File: src/rtl/prog_divide_fsm.sv
// Runtime-programmable divide-by-N tick and square-wave generator with start/stop control.
// Optional build macro PROG_DIVIDE_TICK_CNT_EN adds a 16-bit tick_cnt output.
module prog_divide_fsm #(
  parameter int WIDTH       = 8,
  parameter int DEFAULT_DIV = 3
) (
  input  logic             clk,
  input  logic             reset,
  input  logic             en,
  input  logic             div_load,
  input  logic [WIDTH-1:0] div_value,
  output logic             tick,
  output logic             wave,
  output logic [WIDTH-1:0] phase,
  output logic             div_err,
  output logic             running
`ifdef PROG_DIVIDE_TICK_CNT_EN
  ,
  output logic [15:0]      tick_cnt
`endif
);

  // state | meaning
  // IDLE  | stopped; phase held at 0, pending divisor committed here
  // RUN   | counting phase 0..active_div-1; pending divisor committed at wrap

  typedef enum logic {
    IDLE = 1'b0,
    RUN  = 1'b1
  } state_t;

  localparam logic [WIDTH-1:0] DIV_RST = WIDTH'(DEFAULT_DIV);
  localparam logic [WIDTH-1:0] ONE     = WIDTH'(1);

  state_t           state_q, state_d;
  logic [WIDTH-1:0] phase_q, phase_d;
  logic [WIDTH-1:0] active_q, active_d;
  logic [WIDTH-1:0] pend_q, pend_d;
  logic             pend_vld_q, pend_vld_d;
  logic             err_q, err_d;
  logic             load_ok;
  logic             wrap;
  logic [WIDTH:0]   high_len;

  always_ff @(posedge clk or posedge reset) begin
    if (reset) begin
      state_q    <= IDLE;
      phase_q    <= '0;
      active_q   <= DIV_RST;
      pend_q     <= '0;
      pend_vld_q <= 1'b0;
      err_q      <= 1'b0;
    end else begin
      state_q    <= state_d;
      phase_q    <= phase_d;
      active_q   <= active_d;
      pend_q     <= pend_d;
      pend_vld_q <= pend_vld_d;
      err_q      <= err_d;
    end
  end

  always_comb begin
    state_d    = state_q;
    phase_d    = phase_q;
    active_d   = active_q;
    pend_d     = pend_q;
    pend_vld_d = pend_vld_q;
    load_ok    = div_load && (div_value != '0);
    err_d      = div_load && (div_value == '0);
    wrap       = (phase_q == (active_q - ONE));

    case (state_q)
      IDLE: begin
        phase_d = '0;
        if (load_ok) begin
          pend_d     = div_value;
          pend_vld_d = 1'b1;
        end else if (pend_vld_q) begin
          active_d   = pend_q;
          pend_vld_d = 1'b0;
        end
        if (en) state_d = RUN;
      end
      RUN: begin
        if (!en) begin
          state_d = IDLE;
          phase_d = '0;
          if (load_ok) begin
            pend_d     = div_value;
            pend_vld_d = 1'b1;
          end
        end else if (wrap) begin
          phase_d = '0;
          // A load landing on the wrap edge outranks any older pending value.
          if (load_ok) begin
            active_d   = div_value;
            pend_vld_d = 1'b0;
          end else if (pend_vld_q) begin
            active_d   = pend_q;
            pend_vld_d = 1'b0;
          end
        end else begin
          phase_d = phase_q + ONE;
          if (load_ok) begin
            pend_d     = div_value;
            pend_vld_d = 1'b1;
          end
        end
      end
      default: begin
        state_d = IDLE;
        phase_d = '0;
      end
    endcase
  end

  // One extra bit so that ceil(N/2) stays correct at N = 2^WIDTH-1.
  assign high_len = ({1'b0, active_q} + (WIDTH + 1)'(1)) >> 1;

  assign running = (state_q == RUN);
  assign tick    = running && (phase_q == '0);
  assign wave    = running && ({1'b0, phase_q} < high_len);
  assign phase   = phase_q;
  assign div_err = err_q;

`ifdef PROG_DIVIDE_TICK_CNT_EN
  always_ff @(posedge clk or posedge reset) begin
    if (reset) begin
      tick_cnt <= 16'd0;
    end else if (tick) begin
      tick_cnt <= tick_cnt + 16'd1;
    end
  end
`endif

endmodule
File: config.mk
export PLATFORM = sky130hd
export DESIGN_NAME = prog_divide_fsm
export DESIGN_NICKNAME = d
export VERILOG_FILES = /design/src/rtl/prog_divide_fsm.sv
export SDC_FILE = /design/constraint.sdc
export NUM_CORES = 1
export LEC_CHECK = 0
export ABC_AREA = 1
export BUFFER_PORTS_ARGS = -buffer_cell sky130_fd_sc_hd__buf_4
export CORE_MARGIN = 4
export CORE_UTILIZATION = 50
export CTS_CLUSTER_SIZE = 14
export DETAILED_ROUTE_END_ITERATION = 16
export GPL_TIMING_DRIVEN = 0
export HOLD_SLACK_MARGIN = 0.03
export PLACE_DENSITY = 0.67
export SYNTH_ARGS = -nofsm -noshare
export SYNTH_HDL_FRONTEND = slang
export SYNTH_SLANG_ARGS = --single-unit
File: constraint.sdc
create_clock -name clk -period 2.4 [get_ports clk]
set_clock_uncertainty 0.1 [all_clocks]
set_input_delay 0 -clock clk [delete_from_list [all_inputs] [get_ports clk]]
set_output_delay 0 -clock clk [all_outputs]
set_load 0.01 [all_outputs]
==> impl_metrics.json, run 1 <==
{
  "status": "complete, but fails checks",
  "violations": "setup timing",
  "ys_seq_area_frac": 0.351,
  "holdPathStages": 2,
  "crit_arrival_ns": 2.40,
  "synth_area_per_cell_um2": 7.12,
  "synthAdderAreaFrac": 0.0713,
  "min_path_type": "input port to register",
  "dieHeight_um": 70.1,
  "fill_cells": 352,
  "cts_sinks": 27,
  "grt.overflow.total": 0,
  "numCtsBuffers": 3,
  "ys_ff_latch": 27,
  "wire_per_inst_um": 12.4,
  "reg2reg_depth": 14,
  "io_buffers": 23,
  "ioPinCount": 24,
  "synth-simple-area-share": 0.351,
  "hold_viol_final": 0,
  "rows": 22,
  "wl_um": 4490,
  "cp.required_ns": 2.30,
  "cp_top_family": "simple AND/OR/NAND/NOR gates",
  "fin_area_um2": 2400,
  "cts-root-buf": "clkbuf_8",
  "grt_pass1_wl_um": 7680,
  "cpMaxStageDelayCell": "dfstp_2",
  "drive_above_1_share": 0.201,
  "diodes": 0,
  "fin_crit_ns": 2.50,
  "start_util": 0.523,
  "rsz0062_at_grt": "true",
  "post-dp-hpwl_um": 3280,
  "critPathMaxStageDelay_ns": 0.60,
  "ctsHtreeMaxLevel": 1,
  "endpoint_kind": "primary output",
  "grt_max_degree": 28,
  "crit_cells": 12,
  "drc": 0,
  "clk_pin_slew_ns": 0.10,
  "crit_buf_inv": 3,
  "most-common-layout-cells": "75 x nand2_1, 29 x inv_1, 28 x nor2_1",
  "final_common_cell": "nand2_1",
  "drtAntennaViolNets": 0,
  "yosysUniqueCellTypes": 28,
  "slew_headroom": 0.300,
  "synth_xor_area_frac": 0.0635,
  "synth_compound_area_frac": 0.0700,
  "setup_slack_ns": -0.0955,
  "vias": 1783,
  "cp-start-kind": "register",
  "design.core.area_um2": 3690,
  "tightest_slew_ns": 1.05,
  "fmax_ghz": 0.401,
  "area_growth_pct": 24.3,
  "cap_viol_max_count": 0,
  "yosys.area.top_type_share": 0.324,
  "pwr_density_cell_nw_per_um2": 551,
  "synth_cells": 271,
  "ys_warn_count": 0,
  "gp_congestion": 0.845,
  "antenna_found_initial": 0,
  "post_dp_cell_area_um2": 2160,
  "drt_iter0_drc": 109,
  "synth_area_um2": 1930,
  "peakVddDrop_v": 0.000294,
  "drt-pass1-iter-count": 4,
  "fin_crit_sh": 1.04,
  "criticalPathCategory": "register to primary output",
  "track_usage": 0.190,
  "yosys-top-cells-area": "dfrtp_1 32%, nand2_1 15%, nand3_1 7.5%",
  "fp.dieW_um": 70.1,
  "grt_pass1_vias": 1628,
  "synth_top_family_by_area": "simple AND/OR/NAND/NOR gates",
  "final_max_slew_viol_count": 0,
  "fin_tns_setup_ns": -0.0955,
  "cts_tree": "yes",
  "path_cells": "inv_4 -> nor4_4 -> nand3_2 -> nor2_2 -> xnor2_1 -> ha_1 -> nand2_2 -> inv_1 -> nand3_1 -> a21oi_1 -> nor3_1 -> buf_4",
  "setup_viol": 1,
  "syn-num-nets": 294,
  "clk_path_buf_depth": 2,
  "detail_route.vias_per_cell": 4.94,
  "yosysTopAreaCell": "dfrtp_1",
  "crit_fanout": 7,
  "nNetsFinal": 337,
  "clkLatencyLatePin_ns": 0.29,
  "leakage_uw": 0.00123,
  "muxShareOfSynthArea": 0,
  "dieArea_um2": 4920
}
-- state kept, by name (all words and copies together), names as in the netlist --
register / flops
pend_q: 8
phase: 8
active_q: 8
pend_vld_q: 1
div_err: 1
running: 1
-- worst register-to-register path: cells and delay by family, from the launching register on --
family	cells	cell delay, ns
and+or+nand+nor	10	0.85
buffers and inverters	3	0.32
DFF	1	0.60
adders and majority gates	1	0.30
-- worst paths after layout --
check / startpoint / to / slack [ns]
max in group asynchronous: reset / active_q[3]$_DFFE_PP0P_ / 1.07
worst max-delay path: active_q[0]$_DFFE_PP1P_ / wave / -0.1
worst min-delay path: en / running$_DFF_PP0_ / 0.27
min in group asynchronous: reset / active_q[7]$_DFFE_PP0P_ / 0.43
worst max register to register: active_q[0]$_DFFE_PP1P_ / active_q[4]$_DFFE_PP0P_ / 0.12
worst min register to register: pend_q[5]$_DFFE_PP0P_ / pend_q[5]$_DFFE_PP0P_ / 0.39
-- logic make-up after synthesis --
group	Yosys count
AO/OA/AOI/OAI	23
AND/OR/NAND/NOR	154
buffers and inverters	42
flip-flops	27
adder cells (fa/ha/maj)	11
XOR/XNOR	14
-- power breakdown --
group	total (µW)	switching [µW]	internal, µW
Combinational	504	302	201
Sequential	541	37.0	504
Clock	279	160	119
-- Yosys cell counts --
| master | count |
|---|---|
| nor2_1 | 30 |
| nand2_1 | 76 |
| o211ai_1 | 6 |
| nand2_2 | 1 |
| a31oi_1 | 1 |
| o21ai_1 | 1 |
| nand3_1 | 29 |
| nor2_2 | 6 |
| buf_6 | 2 |
| nor3_1 | 6 |
| clkbuf_1 | 2 |
| dfrtp_1 | 25 |
| ha_1 | 11 |
| dfstp_2 | 2 |
| nand4_1 | 1 |
| nand3_4 | 1 |
| buf_2 | 3 |
| nor4_1 | 1 |
| inv_2 | 4 |
| o21ai_0 | 10 |
| xor2_1 | 10 |
| or4_1 | 1 |
| o21ai_2 | 1 |
| nand2_4 | 2 |
| xnor2_1 | 4 |
| a21oi_1 | 4 |
| inv_1 | 30 |
| buf_4 | 1 |
-- layout make-up --
type | instances | area, µm² | share of cell area
Sequential cell | 27 | 679 | 0.283
Multi-Input combinational cell | 202 | 1110 | 0.464
Timing Repair Buffer | 38 | 317 | 0.132
Clock buffer | 3 | 41.3 | 0.0172
Tap cell | 48 | 60.1 | 0.0250
Clock inverter | 1 | 7.51 | 0.00313
Buffer | 8 | 52.6 | 0.0219
Inverter | 34 | 130 | 0.0542
-- layer usage --
metal | vias to the layer above | GRT usage | share of wire
li1 | 944 | - | -
met1 | 800 | 0.287 | 0.52
met2 | 34 | 0.280 | 0.43
met3 | 5 | 0.0245 | 0.036
met4 | 0 | 0.0596 | 0.014
met5 | - | 0 | 0
-- through the flow --
stage	util	hold WS, ns	setup slack, ns	cells	total power, µW
floorplan	-	-0.0686	0.301	271	895
global placement	0.586	0.0181	0.0380	342	1000
detailed placement	0.586	0.0195	0.0652	342	1010
CTS	0.637	0.263	-0.111	358	1320
global route	0.651	0.278	-0.233	361	1430
finish	0.651	0.273	-0.0955	361	1320
-- repair_timing --
| action | 4_1_cts | 5_1_grt |
|---|---|---|
| setup buffers | 1 | 3 |
| cloned | 0 | 0 |
| gates resized for setup | 5 | 8 |
| pin swaps | 3 | 5 |
| endpoints found under the setup margin | 1 | 18 |
| hold endpoints to repair | 43 | 0 |
| hold buffers | 11 | 0 |
(Power assumes the default switching activity.)
==> run 2: changes to the inputs <==
Settings changed: SETUP_SLACK_MARGIN set to 0.4.
==> run 2 against run 1 <==
Effect of this change:
- the flow still finishes with violations (setup timing)
- combinational power grew 22%
- flip-flop and latch count is the same
- maximum frequency shrank 2.3%
- register-to-register slack lost 0.27 ns
- highest routed layer unchanged
- clock-buffer cell count grew 1
- critical path depth grew 4
- via count grew 6.0%
==> impl_metrics.json, run 2 (same netlist as run 1, synthesis figures left out) <==
{
  "diodes": 0,
  "endpoint_kind": "register",
  "switching_share": 0.379,
  "reg2reg_depth": 16,
  "register_area_um2": 679,
  "crit_cells": 16,
  "grt_pass1_wl_um": 8520,
  "min_path_type": "input port to register",
  "cp_common_cell": "nand2_1",
  "holdPathStages": 2,
  "wl_um": 4910,
  "grt.overflow.total": 0,
  "rsz0062_at_grt": "true",
  "critPathMaxStageDelay_ns": 0.61,
  "dpl.cell_count": 342,
  "fin_crit_sh": 1.06,
  "clkLatencyLatePin_ns": 0.27,
  "r2r_end": "active_q[4]$_DFFE_PP0P_",
  "cap_viol_max_count": 0,
  "intPower_uw": 886,
  "criticalPathCategory": "register to register",
  "fp.dieW_um": 70.1,
  "rows": 22,
  "path_cells": "inv_4 -> buf_6 -> buf_6 -> ha_4 -> inv_2 -> nand2_1 -> nand2_1 -> nor2_2 -> nand2_1 -> nor2_1 -> nand3_1 -> nor2_4 -> nand3_4 -> buf_6 -> nand3_2 -> nand2_1",
  "nNetsFinal": 350,
  "setup_slack_ns": -0.154,
  "wire_per_inst_um": 13.1,
  "drt-pass1-iter-count": 4,
  "cp-start-kind": "register",
  "multiInputGateArea_um2": 1270,
  "holdWs_ns": 0.278,
  "ctsHtreeMaxLevel": 1,
  "ioPinCount": 24,
  "tightest_slew_ns": 1.01,
  "cp.required_ns": 2.47,
  "dieHeight_um": 70.1,
  "grt_max_degree": 28,
  "violations": "setup timing",
  "finalNonFillerCells": 374,
  "rrSetupSlack_ns": -0.15,
  "grt_use_met2": 0.343,
  "status": "complete, but fails checks",
  "fin_tns_setup_ns": -2.83,
  "final_core_util": 0.719,
  "peakVddDrop_v": 0.000324,
  "track_usage": 0.210,
  "io_buffers": 23,
  "detail_route.vias_per_cell": 5.05,
  "clock_power_share": 0.188,
  "cp-startpoint": "active_q[1]$_DFFE_PP1P_",
  "design.core.area_um2": 3690,
  "cts_sinks": 27,
  "vias": 1890,
  "clk_path_buf_depth": 2,
  "fill_cells": 294,
  "crit_fanout": 5,
  "combPwrFrac": 0.432,
  "crit_path_end": "active_q[4]$_DFFE_PP0P_",
  "crit_arrival_ns": 2.63,
  "crit_buf_inv": 5,
  "setup_viol": 26,
  "fin_crit_ns": 2.55,
  "drtAntennaViolNets": 0,
  "post-dp-hpwl_um": 3310,
  "grt_pass1_vias": 1825,
  "grt_busiest_layer": "met2",
  "final_common_cell": "nand2_1",
  "cp_top_family": "simple AND/OR/NAND/NOR gates",
  "power.share.sequential": 0.380,
  "cts-root-buf": "clkbuf_8",
  "final_max_slew_viol_count": 0,
  "most-common-layout-cells": "69 x nand2_1, 34 x buf_4, 27 x inv_1",
  "slew_headroom": 0.326,
  "antenna_found_initial": 0,
  "fmax_ghz": 0.392,
  "r2r_start": "active_q[1]$_DFFE_PP1P_",
  "drc": 0,
  "leakage_uw": 0.00133,
  "met1_usage": 0.309,
  "area_growth_pct": 37.3,
  "cpMaxStageDelayCell": "dfstp_2",
  "start_util": 0.523,
  "hold_viol_final": 0,
  "dieArea_um2": 4920,
  "pwr_density_cell_nw_per_um2": 538,
  "cts_tree": "yes",
  "gp_congestion": 0.824,
  "grtUsageMet3": 0.0173,
  "numCtsBuffers": 3,
  "drt_iter0_drc": 170,
  "drive_above_1_share": 0.316,
  "p_sw_uw": 542,
  "clk_pin_slew_ns": 0.10
}
-- run 2: changes by cell type in the layout (fill, tap and decap cells not counted), moves of 4 or more --
cell / change
nand3_2: +13
nand2_2: +5
buf_4: +7
buf_6: +4
nand3_1: -13
nand2_1: -6
-- run 2: how the worst min path moves through the flow --
stage	to	start	slack (ns)
6_report	running$_DFF_PP0_	en	0.28
5_1_grt	running$_DFF_PP0_	en	0.30
4_1_cts	running$_DFF_PP0_	en	0.27
3_5_place_dp	running$_DFF_PP0_	en	0.02
3_3_place_gp	running$_DFF_PP0_	en	0.02
2_1_floorplan	running$_DFF_PP0_	en	-0.07
-- run 2: power groups by stage --
stage | sequential [µW] | clock (µW) | combinational (µW)
2_1_floorplan | 546 | 0 | 366
3_3_place_gp | 554 | 0 | 466
4_1_cts | 540 | 273 | 582
6_report | 543 | 268 | 617
5_1_grt | 550 | 287 | 690
3_5_place_dp | 554 | 0 | 473
-- run 2: metrics by stage --
step	setup slack [ns]	power, µW	area (µm²)
final	-0.154	1430	2650
after global routing	-0.280	1530	2650
after CTS	-0.0962	1390	2590
after detailed placement	0.0161	1030	2190
after global placement	0.0626	1020	2190
after floorplan	0.345	912	1960
-- run 2: routing by layer --
layer,routed length [µm],vias to the layer above
met3,154,2
met4,20,0
met5,0,-
met1,2400,879
li1,-,973
met2,2330,36
-- run 2: repair_timing --
item	CTS	global route
hold buffers	11	0
resized for setup	32	12
endpoints found under the hold margin	43	0
gates cloned	3	0
setup endpoints to repair	26	26
pin swaps	17	19
setup buffers	12	2
-- run 2: layout make-up --
class                      count  share of cell area
timing repair buffer          49               0.156
clock buffer                   4              0.0170
multi-input combinational    204               0.478
inverter                      34              0.0500
tap                           48              0.0227
buffer                         8              0.0198
sequential                    27               0.256
==> run 3: changes to the inputs <==
Settings changed: MAX_ROUTING_LAYER set to met4.
==> run 3 against run 2 <==
Effect of this change:
- clock power barely moved
- setup slack got worse by 0.0040 ns
- global-route usage rose by 0.55 points
- sequential share of layout area fell by 0.22 points
- combinational power rose by 2%
- flip-flop and latch count did not move
- register-to-register slack barely moved
- final cell count rose by 0.53%
- non-clock buffer count rose by 2
- the run still ends with setup timing left
==> impl_metrics.json, run 3 (same netlist as run 1, synthesis figures left out) <==
{
  "status": "complete, but fails checks",
  "violations": "setup timing",
  "clkLatencyLatePin_ns": 0.28,
  "cts-root-buf": "clkbuf_8",
  "track_usage": 0.216,
  "final_common_cell": "nand2_1",
  "drt-pass1-iter-count": 4,
  "grt_use_met2": 0.344,
  "design.core.area_um2": 3690,
  "ctsHtreeMaxLevel": 1,
  "antenna_found_initial": 0,
  "tightest_slew_ns": 1.02,
  "fp.dieW_um": 70.1,
  "grt_busiest_layer": "met2",
  "start_util": 0.523,
  "criticalPathCategory": "register to register",
  "endpoint_kind": "register",
  "area_growth_pct": 38.5,
  "nNetsFinal": 352,
  "grt_max_degree": 28,
  "grt_pass1_wl_um": 8520,
  "rows": 22,
  "cts_tree": "yes",
  "ioPinCount": 24,
  "wire_per_inst_um": 13.2,
  "cp.required_ns": 2.47,
  "min_path_type": "input port to register",
  "grt.overflow.total": 0,
  "final_max_slew_viol_count": 0,
  "detail_route.vias_per_cell": 5.02,
  "wl_um": 4980,
  "rsz0062_at_grt": "true",
  "clk_pin_slew_ns": 0.10,
  "dieArea_um2": 4920,
  "holdWs_ns": 0.277,
  "clk_path_buf_depth": 2,
  "peakVddDrop_v": 0.000327,
  "diodes": 0,
  "drt_iter0_drc": 122,
  "final_core_util": 0.725,
  "setup_viol": 26,
  "leakage_uw": 0.00134,
  "hold_viol_final": 0,
  "crit_arrival_ns": 2.63,
  "met1_usage": 0.307,
  "fin_crit_ns": 2.56,
  "fmax_ghz": 0.391,
  "drtAntennaViolNets": 0,
  "crit_fanout": 5,
  "grt_pass1_vias": 1826,
  "gp_congestion": 0.836,
  "fill_cells": 291,
  "most-common-layout-cells": "69 x nand2_1, 36 x buf_4, 27 x inv_1",
  "numCtsBuffers": 3,
  "slew_headroom": 0.321,
  "drc": 0,
  "post-dp-hpwl_um": 3310,
  "fin_crit_sh": 1.07,
  "drive_above_1_share": 0.320,
  "cap_viol_max_count": 0,
  "grtUsageMet3": 0.0173,
  "cts_sinks": 27,
  "setup_slack_ns": -0.158,
  "dieHeight_um": 70.1,
  "cp-start-kind": "register",
  "vias": 1888,
  "fin_tns_setup_ns": -2.62,
  "io_buffers": 23,
  "pwr_density_cell_nw_per_um2": 538
}
[run 3: final cells by class]
type	instances	area (µm²)	share of cell area
repair buffers	51	429	0.161
clock buffers	4	45.0	0.0168
plain buffers	8	52.6	0.0197
well taps	48	60.1	0.0225
flip-flops and latches	27	679	0.254
multi-input cells	204	1270	0.477
inverters	34	133	0.0496
[run 3: final timing paths]
check | from | end | slack (ns) | depth (start not counted)
worst max register to register | active_q[1]$_DFFE_PP1P_ | active_q[4]$_DFFE_PP0P_ | -0.16 | 16
worst min register to register | pend_q[0]$_DFFE_PP0P_ | pend_q[0]$_DFFE_PP0P_ | 0.39 | 2
worst min-delay path | en | running$_DFF_PP0_ | 0.28 | 2
worst max-delay path | active_q[1]$_DFFE_PP1P_ | active_q[4]$_DFFE_PP0P_ | -0.16 | 16
min in group asynchronous | reset | phase[7]$_DFF_PP0_ | 0.42 | 3
max in group asynchronous | reset | active_q[3]$_DFFE_PP0P_ | 1.09 | 3
[run 3: where the power goes]
group | internal (µW) | leakage (µW) | switching (µW)
clock | 119 | 0.0000228 | 145
sequential | 504 | 0.000340 | 38.6
combinational | 272 | 0.000975 | 360
[run 3: what timing repair did]
| item | 4_1_cts | 5_1_grt |
|---|---|---|
| gates cloned | 3 | 0 |
| setup endpoints to repair | 26 | 26 |
| hold buffers | 11 | 0 |
| resized for setup | 32 | 13 |
| hold endpoints to repair | 43 | 0 |
| buffers inserted | 12 | 4 |
| pin swaps | 17 | 19 |
[run 3: stage by stage]
| stage | total power (µW) | instances | worst slack, ns | instance area, µm² |
|---|---|---|---|---|
| 4_1_cts | 1390 | 372 | -0.0962 | 2590 |
| 5_1_grt | 1540 | 376 | -0.278 | 2670 |
| 6_report | 1440 | 376 | -0.158 | 2670 |
| 2_1_floorplan | 912 | 271 | 0.345 | 1960 |
| 3_5_place_dp | 1030 | 342 | 0.0161 | 2190 |
| 3_3_place_gp | 1020 | 342 | 0.0626 | 2190 |
[run 3: worst max-delay path: stages, from the launching register on]
cell and delay, ns:
dfstp_2 0.60, inv_4 0.05, buf_6 0.11, buf_6 0.11, ha_4 0.25, inv_2 0.03
nand2_1 0.05, nand2_1 0.06, nor2_2 0.10, nand2_1 0.06, nor2_1 0.11, nand3_1 0.13
nor2_4 0.22, nand3_4 0.17, buf_6 0.19, nand3_2 0.06, nand2_1 0.05
[run 3: layer usage]
metal | wire [µm] | vias to the layer above
met5 | 0 | -
met4 | 31 | 0
met2 | 2340 | 37
met1 | 2410 | 871
li1 | - | 976
met3 | 201 | 4
